==> config.mk <==
export PLATFORM = sky130hd
export DESIGN_NAME = keypad_matrix_responder
export DESIGN_NICKNAME = d
export VERILOG_FILES = /design/src/rtl/keypad_pkg.sv /design/src/rtl/keypad_matrix_responder_tick.sv /design/src/rtl/keypad_matrix_responder.sv
export SDC_FILE = /design/constraint.sdc
export NUM_CORES = 1
export LEC_CHECK = 0
export CORE_MARGIN = 2
export CORE_UTILIZATION = 31
export DETAILED_ROUTE_END_ITERATION = 8
export HOLD_SLACK_MARGIN = 0.15
export PLACE_DENSITY = 0.51
export SYNTH_ARGS = -nofsm -noshare
export SYNTH_HDL_FRONTEND = slang
export SYNTH_SLANG_ARGS = --single-unit
==> constraint.sdc <==
create_clock -name clk -period 8.9 [get_ports clk]
set_clock_uncertainty 0.1 [all_clocks]
set_input_delay 1.78 -clock clk [delete_from_list [all_inputs] [get_ports clk]]
set_output_delay 1.78 -clock clk [all_outputs]
set_load 0.05 [all_outputs]
==> src/rtl/keypad_pkg.sv <==
// Shared types and key table for the keypad matrix responder.
// Keys are numbered row-major over a 4x3 matrix: 1 2 3 / 4 5 6 / 7 8 9 / * 0 #.
package keypad_pkg;

  typedef enum logic [1:0] {
    IDLE,
    PRESS,
    GAP
  } state_t;

  localparam int NUM_KEYS = 12;
  localparam int KEY_COLS = 3;

  localparam logic [3:0] KEY_1    = 4'd0;
  localparam logic [3:0] KEY_2    = 4'd1;
  localparam logic [3:0] KEY_3    = 4'd2;
  localparam logic [3:0] KEY_4    = 4'd3;
  localparam logic [3:0] KEY_5    = 4'd4;
  localparam logic [3:0] KEY_6    = 4'd5;
  localparam logic [3:0] KEY_7    = 4'd6;
  localparam logic [3:0] KEY_8    = 4'd7;
  localparam logic [3:0] KEY_9    = 4'd8;
  localparam logic [3:0] KEY_STAR = 4'd9;
  localparam logic [3:0] KEY_0    = 4'd10;
  localparam logic [3:0] KEY_HASH = 4'd11;

  typedef struct packed {
    logic [1:0] scan;
    logic [1:0] sense;
  } key_pos_t;

  function automatic key_pos_t key_pos(
    input logic [3:0] k
  );
    key_pos_t p;
    p.scan  = 2'(k / 4'd3);
    p.sense = 2'(k % 4'd3);
    return p;
  endfunction

  function automatic logic [NUM_KEYS-1:0] key_onehot(
    input logic [3:0] k
  );
    key_pos_t p;
    int       idx;
    p   = key_pos(k);
    idx = int'(p.scan) * KEY_COLS + int'(p.sense);
    return {{(NUM_KEYS-1){1'b0}}, 1'b1} << idx;
  endfunction

endpackage

==> src/rtl/keypad_matrix_responder_tick.sv <==
// Hold-tick prescaler: one-clock tick every TICK_DIV clocks,
// restartable with a synchronous clear.
module keypad_tick_gen #(
  parameter int TICK_DIV = 50000
) (
  input  logic clk,
  input  logic rst,
  input  logic clr,
  output logic tick
);

  localparam int W =
    (TICK_DIV > 1) ? $clog2(TICK_DIV) : 1;
  localparam logic [W-1:0] LAST =
    W'(TICK_DIV - 1);

  logic [W-1:0] cnt;

  assign tick = (cnt == LAST);

  always_ff @(posedge clk or negedge rst) begin
    if (!rst) begin
      cnt <= '0;
    end else if (clr || tick) begin
      cnt <= '0;
    end else begin
      cnt <= cnt + 1'b1;
    end
  end

endmodule

==> src/rtl/keypad_matrix_responder.sv <==
// Keypad emulator: answers scan strobes with sense lines for the
// scripted key (command queue) ORed with a static force map.
module keypad_matrix_responder
  import keypad_pkg::*;
#(
  parameter int NUM_SCAN  = 4,
  parameter int NUM_SENSE = 3,
  parameter int TICK_DIV  = 50000,
  parameter int GAP_TICKS = 20,
  parameter int SENSE_DLY = 1
) (
  input  logic                 clk,
  input  logic                 rst,
  input  logic [NUM_SCAN-1:0]  scan_in,
  output logic [NUM_SENSE-1:0] sense_out,
  input  logic                 cmd_valid,
  output logic                 cmd_ready,
  input  logic [3:0]           cmd_key,
  input  logic [15:0]          cmd_hold,
  input  logic [NUM_KEYS-1:0]  force_map,
  output logic [NUM_KEYS-1:0]  pressed_map,
  output logic                 busy,
  output logic                 done,
  output logic                 err
);

  localparam logic [15:0] GAP_LOAD =
    16'(GAP_TICKS);

  state_t                state, state_n;
  logic [15:0]           hold_cnt, hold_n;
  logic [3:0]            cur_key, key_n;
  logic                  err_n;
  logic                  accept;
  logic                  tick;
  logic [NUM_KEYS-1:0]   map_n;
  logic [NUM_SENSE-1:0]  raw;
  logic [NUM_SENSE-1:0]  pipe [SENSE_DLY];

  keypad_tick_gen #(
    .TICK_DIV (TICK_DIV)
  ) u_tick (
    .clk  (clk),
    .rst  (rst),
    .clr  (accept),
    .tick (tick)
  );

  always_ff @(posedge clk or negedge rst) begin
    if (!rst) begin
      state <= IDLE;
    end else begin
      state <= state_n;
    end
  end

  always_comb begin
    state_n   = state;
    hold_n    = hold_cnt;
    key_n     = cur_key;
    accept    = 1'b0;
    err_n     = 1'b0;
    done      = 1'b0;
    cmd_ready = 1'b0;
    busy      = 1'b1;
    unique case (state)
      IDLE: begin
        cmd_ready = 1'b1;
        busy      = 1'b0;
        if (cmd_valid) begin
          if (cmd_key > KEY_HASH) begin
            err_n = 1'b1;
          end else begin
            accept  = 1'b1;
            key_n   = cmd_key;
            hold_n  = (cmd_hold == 16'd0) ?
                      16'd1 : cmd_hold;
            state_n = PRESS;
          end
        end
      end
      PRESS: begin
        if (tick) begin
          if (hold_cnt == 16'd1) begin
            hold_n  = GAP_LOAD;
            state_n = GAP;
          end else begin
            hold_n = hold_cnt - 16'd1;
          end
        end
      end
      GAP: begin
        // a zero-length gap still spends one clock here
        if (hold_cnt == 16'd0 ||
            (tick && hold_cnt == 16'd1)) begin
          done    = 1'b1;
          state_n = IDLE;
        end else if (tick) begin
          hold_n = hold_cnt - 16'd1;
        end
      end
      default: begin
        state_n = IDLE;
      end
    endcase
  end

  always_comb begin
    map_n = force_map;
    if (state == PRESS) begin
      map_n = map_n | key_onehot(cur_key);
    end
  end

  always_comb begin
    raw = '0;
    for (int i = 0; i < NUM_SCAN; i++) begin
      for (int j = 0; j < NUM_SENSE; j++) begin
        raw[j] = raw[j] |
          (scan_in[i] & pressed_map[i*NUM_SENSE+j]);
      end
    end
  end

  always_ff @(posedge clk or negedge rst) begin
    if (!rst) begin
      hold_cnt    <= '0;
      cur_key     <= '0;
      err         <= 1'b0;
      pressed_map <= '0;
    end else begin
      hold_cnt    <= hold_n;
      cur_key     <= key_n;
      err         <= err_n;
      pressed_map <= map_n;
    end
  end

  always_ff @(posedge clk or negedge rst) begin
    if (!rst) begin
      for (int k = 0; k < SENSE_DLY; k++) begin
        pipe[k] <= '0;
      end
    end else begin
      pipe[0] <= raw;
      for (int k = 1; k < SENSE_DLY; k++) begin
        pipe[k] <= pipe[k-1];
      end
    end
  end

  assign sense_out = pipe[SENSE_DLY-1];

endmodule

# Word level (Yosys, flattened, before mapping)
# Cells that the tools add are included.
op_classes:
  addsub: 3
  multipliers: 1
  div: 2
  magnitude_cmp: 1
  eq_ne: 11
  shift: 1
  n_mux: 26
  n_bitwise: 23
  reduce_logical: 10
op_table:
  columns: ["op", "count"]
  rows:
  - ["$mux W16", 8]
  - ["$pmux W16 S3", 1]
  - ["$logic_not A16 Y1", 2]
  - ["$add A16 B1 Y16 const B", 1]
  - ["$eq A16 B1 Y1 const B", 1]
  - ["$eq A16 B16 Y1 const B", 1]
  - ["$sub A16 B1 Y16 const B", 1]
  - ["$ne A2 B2 Y1 const B", 7]
  - ["$and A1 B1 Y1", 12]
  - ["$mux W12", 1]
  - ["$or A12 B12 Y12", 1]
  - ["$shl A1 B5 Y12 const A", 1]
  - ["$mux W1", 10]
  - ["$mux W2", 5]
  - ["$or A1 B1 Y1", 9]
  - ["$pmux W2 S3", 1]
  - ["$reduce_and A6 Y1", 1]
  - ["$add A4 B2 Y5", 1]
  - ["$reduce_and A5 Y1", 1]
  - ["$div A4 B2 Y4 const B", 1]
  - ["$gt A4 B4 Y1 const B", 1]
  - ["$mod A4 B2 Y4 const B", 1]
  - ["$mul A2 B2 Y4 const B", 1]
  - ["$reduce_and A3 Y1", 1]
  - ["other kinds (7)", 8]
word_totals:
  ff_bits: 54
  latchBits: 0
  mem_bits_rw: 0
  mem_bits_ro: 0
  inputBits: 39
  output_inout_bits: 19
  elab_cells: 85
  n_memories: 0

# Longest topological paths before layout
logic_depth:
  word_depth: 6
  ltp_mapped: 16
  mapped_depth_nobuf: 16

# Hierarchy
# A second synthesis with hierarchy kept.
unflattened:
  hier_cells: 319
  area_unflattened_um2: 3099.2
by_module_without_submodules:
  columns: ["module", "n_inst", "cells_per_inst", "area_each_um2", "seq_area_each_um2"]
  rows:
  - ["keypad_matrix_responder", 1, 239, 2307.2, 950.9]
  - ["keypad_tick_gen", 1, 80, 792.0, 400.4]

# Worst setup path after synthesis
# OpenSTA, ideal clock, no wires.
synth_path:
  path_kind: "flip-flop to output port"
  start: "register hold_cnt[1]"
  end: "output port done"
  t_arrival_ns: 1.947
  required_time_ns: 7.020
  path_slack_ns: 5.073
  stages_incl_launch_ff: 8
  path_buffers: 0
  cell_sequence: "dfrtp_1 -> inv_1 -> ha_1 -> nor3b_1 -> nand4_1 -> nor2_1 -> nor2_1 -> nor2_1"
synth_via:
  elab_chain_len: 5
  word_cells_on_any_way: 6
  cone_classes: "eq/ne (1); mux (2); reduce/logical (3)"
synth_rtl:
  columns: ["element", "line", "rtl"]
  rows:
  - ["start: declaration", "keypad_matrix_responder.sv:31", "logic [15:0] hold_cnt, hold_n;"]
  - ["start signal: assignment", "keypad_matrix_responder.sv:132", "hold_cnt <= hold_n;"]
  - ["$eq A16 B1 Y1", "keypad_matrix_responder.sv:95", "(tick && hold_cnt == 16'd1)) begin"]
  - ["$logic_and A1 B1 Y1", "keypad_matrix_responder.sv:95", null]
  - ["$logic_or A1 B1 Y1 (*)", "keypad_matrix_responder.sv:94", "if (hold_cnt == 16'd0 ||"]
  - ["$mux W1 (*)", "keypad_matrix_responder.sv:94", null]
  - ["$mux W1 (*)", "keypad_matrix_responder.sv:66", "unique case (state)"]
  - ["end: declaration", "keypad_matrix_responder.sv:23", "output logic done,"]
# Mark *: on every way between the ends. The rest lies on a longest branch, timed or not.

# Worst setup path after layout
# Ends and elaborated chain as after synthesis.

==> flow_results.org <==
** Status
- Status :: completed

** Floorplan
- The die is roughly 110 microns wide.
- The initial utilization of the core area, before any placement, comes to 32.2%.
- Die ar. :: 11100 sq um
- The floorplan step defined a core boundary enclosing a little under 10000 sq um.
- In this run the core area contains 36 standard-cell rows.
- From bottom edge to top edge, the die measures 105 microns.
- For this design the top-level I/O count stands at 58.

** Setup path
- Cell count of the worst reg-to-reg path :: 15
- Worst setup path end :: done
- The slowest stage of the critical path belongs to the cell sky130_fd_sc_hd__clkdlybuf4s50_1.
- R2R Setup Slk :: 5.14 ns
- The critical path starts at hold_cnt[1].
- Counting both buffers and inverters, the worst setup path holds a total of 2.
- Critical path class :: flip-flop to output port
- Family of cells with the greatest summed delay on the critical path :: simple AND/OR/NAND/NOR gates
- Walking the worst path, the cells encountered are inv_1 > ha_1 > nor3b_1 > nand4_1 > nor2_1 > nor2_1 > nor2_1 > clkdlybuf4s50_1.
- Reg-to-reg startpoint :: cur_key[3]
- Startpoint type of the worst setup path :: flip-flop
- Data required time at the worst endpoint :: 7.02 ns
- Capture instance of the worst register-to-register path :: pressed_map[4]
- Peak per-stage delay on the critical path :: 0.82 ns
- Logic depth of the worst setup path including buffers :: 8
- In this design, the critical path's most frequently occurring cell is sky130_fd_sc_hd__nor2_1.
- Along the worst path, the maximum fanout reaches 4.
- STA classifies the critical path endpoint as an output port.
- Data on the critical path arrives at its endpoint at 2.75 ns.

** Final layout
- 0 antenna diodes ended up in the layout.
- Most common library cell in the layout ignoring fill and taps :: sky130_fd_sc_hd__clkdlybuf4s50_1
- Multi-input gate area in the final layout :: 1710 sq um
- In the final design database the tool counted 421 nets.
- Highest-count cells in the layout ignoring fill and taps :: sky130_fd_sc_hd__clkdlybuf4s50_1 (56), sky130_fd_sc_hd__dfrtp_1 (54), sky130_fd_sc_hd__nor2_1 (41)
- From synthesis to final layout, the design area changed by 24.3%.
- Area taken by flip-flops and latches :: around 1400 sq um
- Counting the fill cells in the layout gives 992.
- The count of cells in the finished layout, fillers not included, comes to around 500.
- Fraction of final layout cells sized beyond drive strength 1 :: 8.89%

** Pwr
- Dividing total power by cell area gives a power density of 350 nW/um^2.
- In this run the static leakage power is 1.57 nW.
- Worst supply voltage drop on vdd :: approximately 0.14 mV

** Place
- Dpl hpwl :: 5810 microns
- The number of placed instances, taps included, is 497.
- In this run the tool buffered the top-level ports with 57 buffer cells.
- Routability-driven placement finished with a final weighted congestion of 0.802.

** Route
- Detailed routing inserted a total of roughly 2600 vias.
- After detailed routing, the average wire length per cell comes to approximately 15 microns.
- In the routed design, unresolved DRC markers number 0.
- The detail route stage leaves a number of antenna-violating nets equal to 0.
- Detailed Routing Iterations Pass 1 :: 4
- After detailed routing, the number of vias per cell comes to 5.17.
- Post-detailed-routing wire length :: between 7000 and 8000 microns
- For this block, the initial DRC count from the detailed router was 94.

** Logic synthesis
- Of the synthesized area, sequential elements account for 42.5%.
- Number of storage elements in the synthesis netlist :: 54
- Ys flop type :: sky130_fd_sc_hd__dfrtp_1
- The share of synthesized area in the top cell type comes to 42.5%.
- Sorting the synthesized cells by area gives the leading types as sky130_fd_sc_hd__dfrtp_1 (43%), sky130_fd_sc_hd__nor2_1 (4.8%), sky130_fd_sc_hd__ha_1 (3.5%), sky130_fd_sc_hd__a22oi_1 (3.1%), sky130_fd_sc_hd__o211ai_1 (2.8%).
- In the synthesized netlist the async set-or-reset flop fraction comes to 100%.
- The Yosys step of the flow raised 0 warnings.
- Counting flops with a built-in enable in the synthesized netlist gives 0.
- The mapped netlist covers 3180 sq um.
- Net Count, Synth :: around 370
- In the synthesized netlist, the number of instances is between 300 and 400.
- After synthesis, the mean cell area works out to 10.1 sq um.
- Cell taking the most area after synthesis :: sky130_fd_sc_hd__dfrtp_1
- Count of cell types in the netlist :: 52

** Global route
- Largest net degree at the start of global routing :: 55
- The first global-routing pass estimated around 13000 microns of wire.
- The number of antenna violations at the first check in global routing was 0.
- For this run the aggregate overflow at the end of global routing stands at 0.
- The number of global-route vias before repair is 2649.
- For this run, the total global-route usage over all layers was measured as 14.8%.

** CTS
- Total of cells resized after clock tree synthesis :: 0
- TritonCTS clock tree :: yes
- TritonCTS buffer count :: 5
- Clk sink count :: 54
- Clock Pin Slew Worst Setup and Hold Paths :: 0.10 ns
- Clock tree synthesis selected as its root buffer the cell sky130_fd_sc_hd__clkbuf_8.
- The clock passes through at most 2 buffers.
- The number of hold buffers added after CTS was 0.
- After clock tree synthesis, the setup repair step added 0 buffers.
- CTS H-Tree Depth :: 2
- Insertion delay to the later sink of the worst-skew pair :: 0.31 ns

** Timing
- Setup violations remaining at the end of the flow were counted as 0.
- Setup repair after global routing missed its margin :: no
- Part of the cycle the worst path needs :: 52.0%
- The worst path in the final design needs a cycle of approximately 4.6 ns, including I/O delays and setup.
- Post-Route Setup TNS :: 0 ns
- The final number of max-transition violations came to 0.
- The final count of hold timing violations was 0.
- Slew Limit Headroom :: 35.9%
- For the pin with the worst max-slew slack, the measured transition is 0.955 ns.
- Fmax achieved :: between 200 and 250 MHz

** Hold path
- Class of the tightest hold or removal check :: flip-flop to flip-flop

** Run
- Number of max-capacitance violations reported :: 0
power by group:
| group | switching, mW | internal, mW | total, mW | leakage (nW) |
|---|---|---|---|---|
| clock | 0.0832 | 0.0540 | 0.137 | 0.0362 |
| combinational | 0.506 | 0.328 | 0.834 | 0.859 |
| sequential | 0.0902 | 0.322 | 0.412 | 0.677 |
| total | 0.679 | 0.704 | 1.38 | 1.57 |
cells by family (layout without fill, tap and decap cells):
group	Yosys count	count (layout)	share of synthesized area [%]
AO/OA/AOI/OAI	78	78	18.8
XOR/XNOR	16	16	4.41
flip-flops	54	54	42.5
adder cells (fa/ha/maj)	11	11	4.80
buffers and inverters	26	82	3.74
AND/OR/NAND/NOR	119	119	21.7
multiplexers	11	11	4.09
cells in the mapped netlist, types with 5 or more instances:
master                       n
sky130_fd_sc_hd__a21oi_1    11
sky130_fd_sc_hd__a22oi_1    13
sky130_fd_sc_hd__clkbuf_1    5
sky130_fd_sc_hd__dfrtp_1    54
sky130_fd_sc_hd__ha_1        9
sky130_fd_sc_hd__inv_1      15
sky130_fd_sc_hd__nand2_1    15
sky130_fd_sc_hd__nand3_1    14
sky130_fd_sc_hd__nor2_1     41
sky130_fd_sc_hd__nor3_1     12
sky130_fd_sc_hd__nor4_1      7
sky130_fd_sc_hd__o211ai_1   12
sky130_fd_sc_hd__o21bai_1    9
sky130_fd_sc_hd__o2bb2ai_1  10
sky130_fd_sc_hd__xnor2_1    10
sky130_fd_sc_hd__xor2_1      6
per-stage QoR:
stage	hold WS (ns)	worst slack, ns	power (mW)	cell area (sq um)	utilization [%]
detailed placement	0.380	4.57	1.25	3870	39.2
CTS	0.394	4.22	1.39	3950	40.0
global placement	0.373	4.62	1.25	3870	39.2
finish	0.389	4.27	1.38	3950	40.0
floorplan	0.355	5.07	1.04	3180	-
global route	0.423	4.05	1.50	3950	40.0
worst reg2reg max path, stage by stage (launching register included):
cell and delay (ns):
sky130_fd_sc_hd__dfrtp_1 0.40, sky130_fd_sc_hd__nand2b_1 0.18, sky130_fd_sc_hd__inv_1 0.07, sky130_fd_sc_hd__ha_1 0.13
sky130_fd_sc_hd__inv_1 0.04, sky130_fd_sc_hd__ha_1 0.19, sky130_fd_sc_hd__o21ai_1 0.23, sky130_fd_sc_hd__mux2i_1 0.17
sky130_fd_sc_hd__ha_1 0.21, sky130_fd_sc_hd__a21o_1 0.19, sky130_fd_sc_hd__mux2_2 0.29, sky130_fd_sc_hd__fa_1 0.48
sky130_fd_sc_hd__nand3b_1 0.09, sky130_fd_sc_hd__fa_1 0.58, sky130_fd_sc_hd__inv_1 0.08, sky130_fd_sc_hd__a31o_2 0.24
how the worst min path moves through the flow:
stage                             start             to  cells past startpoint
after floorplan           u_tick.cnt[0]  u_tick.cnt[0]                      1
after global placement    u_tick.cnt[0]  u_tick.cnt[0]                      1
after detailed placement  u_tick.cnt[0]  u_tick.cnt[0]                      1
after CTS                 u_tick.cnt[0]  u_tick.cnt[0]                      1
after global routing      u_tick.cnt[0]  u_tick.cnt[0]                      1
final                     u_tick.cnt[0]  u_tick.cnt[0]                      1
flip-flops by register name, summed over array words and instances, names as in the netlist:
signal and cells:
u_tick.cnt 16, pressed_map 12, err 1, cur_key 4, hold_cnt 16, sense_out 3, state 2
layer usage:
layer,vias up,track usage [%],wire [microns]
met5,-,0,0
met4,0,3.43,52
met3,7,2.97,322
met2,66,25.0,3700
met1,1263,19.5,3740
li1,1272,-,-
cell type report:
class	instances	area share, %
Inverter	16	1.52
Sequential cell	54	34.2
Clock buffer	5	1.74
Timing Repair Buffer	59	14.7
Multi-Input combinational cell	235	43.2
Clock inverter	2	0.380
Tap cell	133	4.21
Note: power is estimated with default switching activity, not from simulation.
==> RTL change 1, RTL diff (config.mk and constraints unchanged) <==
The 3 states of `state_t` get a one-hot encoding in 3 bits.
--- a/src/rtl/keypad_pkg.sv
+++ b/src/rtl/keypad_pkg.sv
@@ -2,10 +2,10 @@
 // Keys are numbered row-major over a 4x3 matrix: 1 2 3 / 4 5 6 / 7 8 9 / * 0 #.
 package keypad_pkg;
 
-  typedef enum logic [1:0] {
-    IDLE,
-    PRESS,
-    GAP
+  typedef enum logic [2:0] {
+    IDLE  = 3'b001,
+    PRESS = 3'b010,
+    GAP   = 3'b100
   } state_t;
 
   localparam int NUM_KEYS = 12;
Behaviour: no difference found for any inputs over 10 cycles, from zero or initial values and one cycle with rst low; not proved beyond that.
==> RTL change 1 against the original RTL <==
- routed wire length decreased by 4.8%
- setup slack lost 0.029 ns
- sequential cell count grew 1
- global-route usage increased by 0.11 points
- synthesized area shrank 3.5%
- highest routed layer unchanged
- design area fell by 2.8%
- critical path type unchanged
- register-to-register slack got worse by 0.11 ns
Power is not compared: it rests on default switching activity, and its combinational part moved more than twofold at a synthesized area within 25%.
==> RTL change 1: results (changes against the original RTL) <==
[placed_design]
pre_cts_ws_ns=4.57  ; about the same
gp_congestion=0.874  ; was 0.802
area_post_placement_um2=3750  ; was 3870 um2

[global_routing]
groute.layer.met1.usage_pct=20.2  ; was 19.5%
global_route.usage.met3_pct=2.89  ; was 2.97%
use_met2_pct=23.8  ; was 25.0%
groute.usage.overall_pct=14.9  ; was 14.8%
grt_pass1_wl_um=12400  ; was 13300 um
grt_start_max_net_pins=56  ; was 55

[logic_synthesis]
post_synth_fa_ha_maj_area_fraction_pct=3.75  ; was 4.80%
synth-compound-area-share_pct=19.0  ; was 18.8%
yosys-top-cells-count=dfrtp_1 (54), nand2_1 (33), nor2_1 (32)  ; was dfrtp_1 (54), nor2_1 (41), inv_1 (15), nand2_1 (15), nand3_1 (14)
muxShareOfSynthArea_pct=1.43  ; was 4.09%
synth.yosys.seq_area_share_pct=44.9  ; was 42.5%
synth.net_count=357  ; was 365
synth_xor_area_share_pct=4.00  ; was 4.41%
post_synth_main_area_contributors=dfrtp_1 (44%), nand2_1 (4.0%), nor2_1 (3.9%)  ; was dfrtp_1 (43%), nor2_1 (4.8%), ha_1 (3.5%)
post_synth_num_cell_types=66  ; was 52
instance_count_of_the_mapped_netlist=310  ; was 315

[setup_path]
r2r_setup_slack_ns=5.03  ; was 5.14 ns
crit_path_max_fanout=6  ; was 4
crit_start=u_tick.cnt[0]  ; was hold_cnt[1]
cp_top_family=buffers and inverters  ; was simple AND/OR/NAND/NOR gates
crit_path_largest_cell_delay_ns=0.80  ; was 0.82 ns
reg2regPathDepth=13  ; was 15

[timing]
final_period_minus_worst_setup_slack_ns=4.66  ; was 4.63 ns
fin_hold_ws_ns=0.415  ; was 0.389 ns
timing.max_slew.rel_slack_pct=26.7  ; was 35.9%

[detailed_routing]
drt-wirelength-per-cell_um=14.8  ; was 15.5 um
drtIter0Drc=183  ; was 94
wire_length_reported_by_the_detailed_router_um=7440  ; was 7810 um
via_count=2537  ; was 2608

[finish]
layout.filler_cells=960  ; was 992
nNetsFinal=415  ; was 421
drive_above_1_share_pct=9.76  ; was 8.89%

[power_and_ir_drop]
internal-power_mw=0.334
report.power.total_mw=0.448
comb-power_mw=0.0498

[worst_hold_path]
min_from=pressed_map[5]  ; was u_tick.cnt[0]
destination_of_the_worst_hold_path=sense_out[2]  ; was u_tick.cnt[0]
hold_class=reg -> reg  ; unchanged

[run_status]
outcome=completed  ; unchanged

RTL change 1: per-layer routing:
metal	share of wire, %	up-vias
li1	-	1242
met1	46	1226
met2	48	59
met3	4.4	10
met4	2.0	0
met5	0	-
RTL change 1: layout make-up:
class | instances | area, um2 | share of cell area [%]
clock buffers | 6 | 72.6 | 1.89
inverters | 10 | 37.5 | 0.978
repair buffers | 58 | 573 | 14.9
well taps | 133 | 166 | 4.34
flip-flops and latches | 55 | 1380 | 35.9
clock inverters | 2 | 16.3 | 0.424
multi-input cells | 238 | 1600 | 41.6
RTL change 1: kinds of logic (layout without fill, tap and decap cells):
logic type / Yosys count / count (layout)
AOI/OAI and AO/OA: 81 / 81
xor gates and xnor gates: 14 / 14
adders and majority gates: 8 / 8
buffers and inverters: 17 / 76
DFF: 55 / 55
muxes: 4 / 4
and+or+nand+nor: 131 / 131
==> RTL change 2, RTL diff (same flow settings) <==
Without the edit above. `TICK_DIV` is set to 50000 in 2 places; all go to 25000.
--- a/src/rtl/keypad_matrix_responder_tick.sv
+++ b/src/rtl/keypad_matrix_responder_tick.sv
@@ -1,7 +1,7 @@
 // Hold-tick prescaler: one-clock tick every TICK_DIV clocks,
 // restartable with a synchronous clear.
 module keypad_tick_gen #(
-  parameter int TICK_DIV = 50000
+  parameter int TICK_DIV = 25000
 ) (
   input  logic clk,
   input  logic rst,
--- a/src/rtl/keypad_matrix_responder.sv
+++ b/src/rtl/keypad_matrix_responder.sv
@@ -5,7 +5,7 @@
 #(
   parameter int NUM_SCAN  = 4,
   parameter int NUM_SENSE = 3,
-  parameter int TICK_DIV  = 50000,
+  parameter int TICK_DIV  = 25000,
   parameter int GAP_TICKS = 20,
   parameter int SENSE_DLY = 1
 ) (
Check against the original RTL: no difference found for any inputs over 10 cycles, from zero or initial values and one cycle with rst low; that may be too few to reach the edited logic, so the function may still have changed.
==> RTL change 2 against the original RTL <==
- synthesized cell count is 5.1% lower
- design area fell by 8.1%
- routed wire length shrank 10%
- synthesized area shrank 9.6%
- utilization decreased by 0.18 points
- sequential cell count is 1 lower
- setup slack worse by 0.51 ns
- register-to-register slack better by 0.76 ns
Power is not compared: it rests on default switching activity, and its combinational part moved more than twofold at a synthesized area within 25%.
==> RTL change 2: results (changes against the original RTL) <==
[run_status]
outcome=completed  ; unchanged

[detailed_routing]
met2RoutedLength_um=3410  ; was 3700 um
route.layer.met1.wl_um=3260  ; was 3740 um
detail_route.vias_per_cell=5.16  ; was 5.17
drtIter0Drc=90  ; was 94
met3_length_um=318  ; was 322 um

[global_routing]
grt_start_max_net_pins=54  ; was 55
use_met2_pct=24.5  ; was 25.0%
global_route.usage.met3_pct=2.72  ; was 2.97%
first_global_vias=2428  ; was 2649
grt_pass1_wl_um=11600  ; was 13300 um

[logic_synthesis]
synthesis.area_per_instance_um2=9.60  ; was 10.1 um2
synth.net_count=345  ; was 365
yosys-top-cells-count=dfrtp_1 (53), nor2_1 (36), nand2_1 (25)  ; was dfrtp_1 (54), nor2_1 (41), inv_1 (15), nand2_1 (15), nand3_1 (14)
post_synth_main_area_contributors=dfrtp_1 (46%), nor2_1 (4.7%), nand2_1 (3.3%)  ; was dfrtp_1 (43%), nor2_1 (4.8%), ha_1 (3.5%)
post_synth_num_cell_types=49  ; was 52

[finish]
nNetsFinal=403  ; was 421
layout_top_registers=hold_cnt x16, u_tick.cnt x15, pressed_map x12  ; was hold_cnt x16, u_tick.cnt x16, pressed_map x12
layout.filler_cells=939  ; was 992
drive_above_1_share_pct=6.98  ; was 8.89%

[timing]
max_slew.worst_pin.slew_ns=0.794  ; was 0.955 ns

[placed_design]
pre_cts_ws_ns=4.08  ; was 4.57 ns

[setup_path]
crit_start=u_tick.cnt[10]  ; was hold_cnt[1]
worst_ep_arrival_time_ns=3.26  ; was 2.75 ns
crit_path_largest_cell_delay_ns=0.84  ; was 0.82 ns

==> RTL change 2: area by class of cell <==
type                       count  area share (%)
tap                          111            3.82
inverter                      12            1.24
multi-input combinational    225            39.8
sequential                    53            36.5
clock inverter                 2           0.414
timing repair buffer          60            16.2
clock buffer                   6            2.00
==> RTL change 2: path summary, 6_finish.rpt <==
path,end,slack (ns),cells past startpoint
worst max-delay path,done,3.76,5
worst min-delay path,u_tick.cnt[0],0.40,1
worst max register to register,hold_cnt[6],5.90,6
worst min register to register,u_tick.cnt[0],0.40,1
max in group asynchronous,state[0],6.76,2
min in group asynchronous,u_tick.cnt[11],1.49,2
==> RTL change 2: critical path, delay by kind of cell (launching register included) <==
kind                   cells  cell delay (ns)
AND/OR/NAND/NOR            3             1.41
AO/OA/AOI/OAI              1             0.23
flip-flops                 1             0.46
buffers and inverters      1             0.84
==> RTL change 2: per-stage QoR <==
stage	area (um2)	utilization, %
finish	3630	39.9
global route	3630	39.9
CTS	3630	39.9
detailed placement	3540	38.9
global placement	3540	38.9
floorplan	2870	-
==> RTL change 2: kinds of logic (layout without fill, tap and decap cells) <==
kind of cell | count (synthesis) | after routing | synth area share [%]
simple gates | 121 | 121 | 20.7
fa+ha+maj | 7 | 7 | 3.05
flops | 53 | 53 | 46.2
mux | 9 | 9 | 3.22
compound gates | 77 | 77 | 20.0
buf+inv | 21 | 80 | 3.49
xor+xnor | 11 | 11 | 3.36
==> RTL change 2: power by group through the flow <==
stage / registers (mW) / clock network (mW) / logic [mW]
floorplan: 0.264 / 0 / 0.00542
global placement: 0.251 / 0 / 0.0514
detailed placement: 0.251 / 0 / 0.0513
CTS: 0.246 / 0.146 / 0.0515
global route: 0.246 / 0.154 / 0.0540
finish: 0.246 / 0.140 / 0.0503
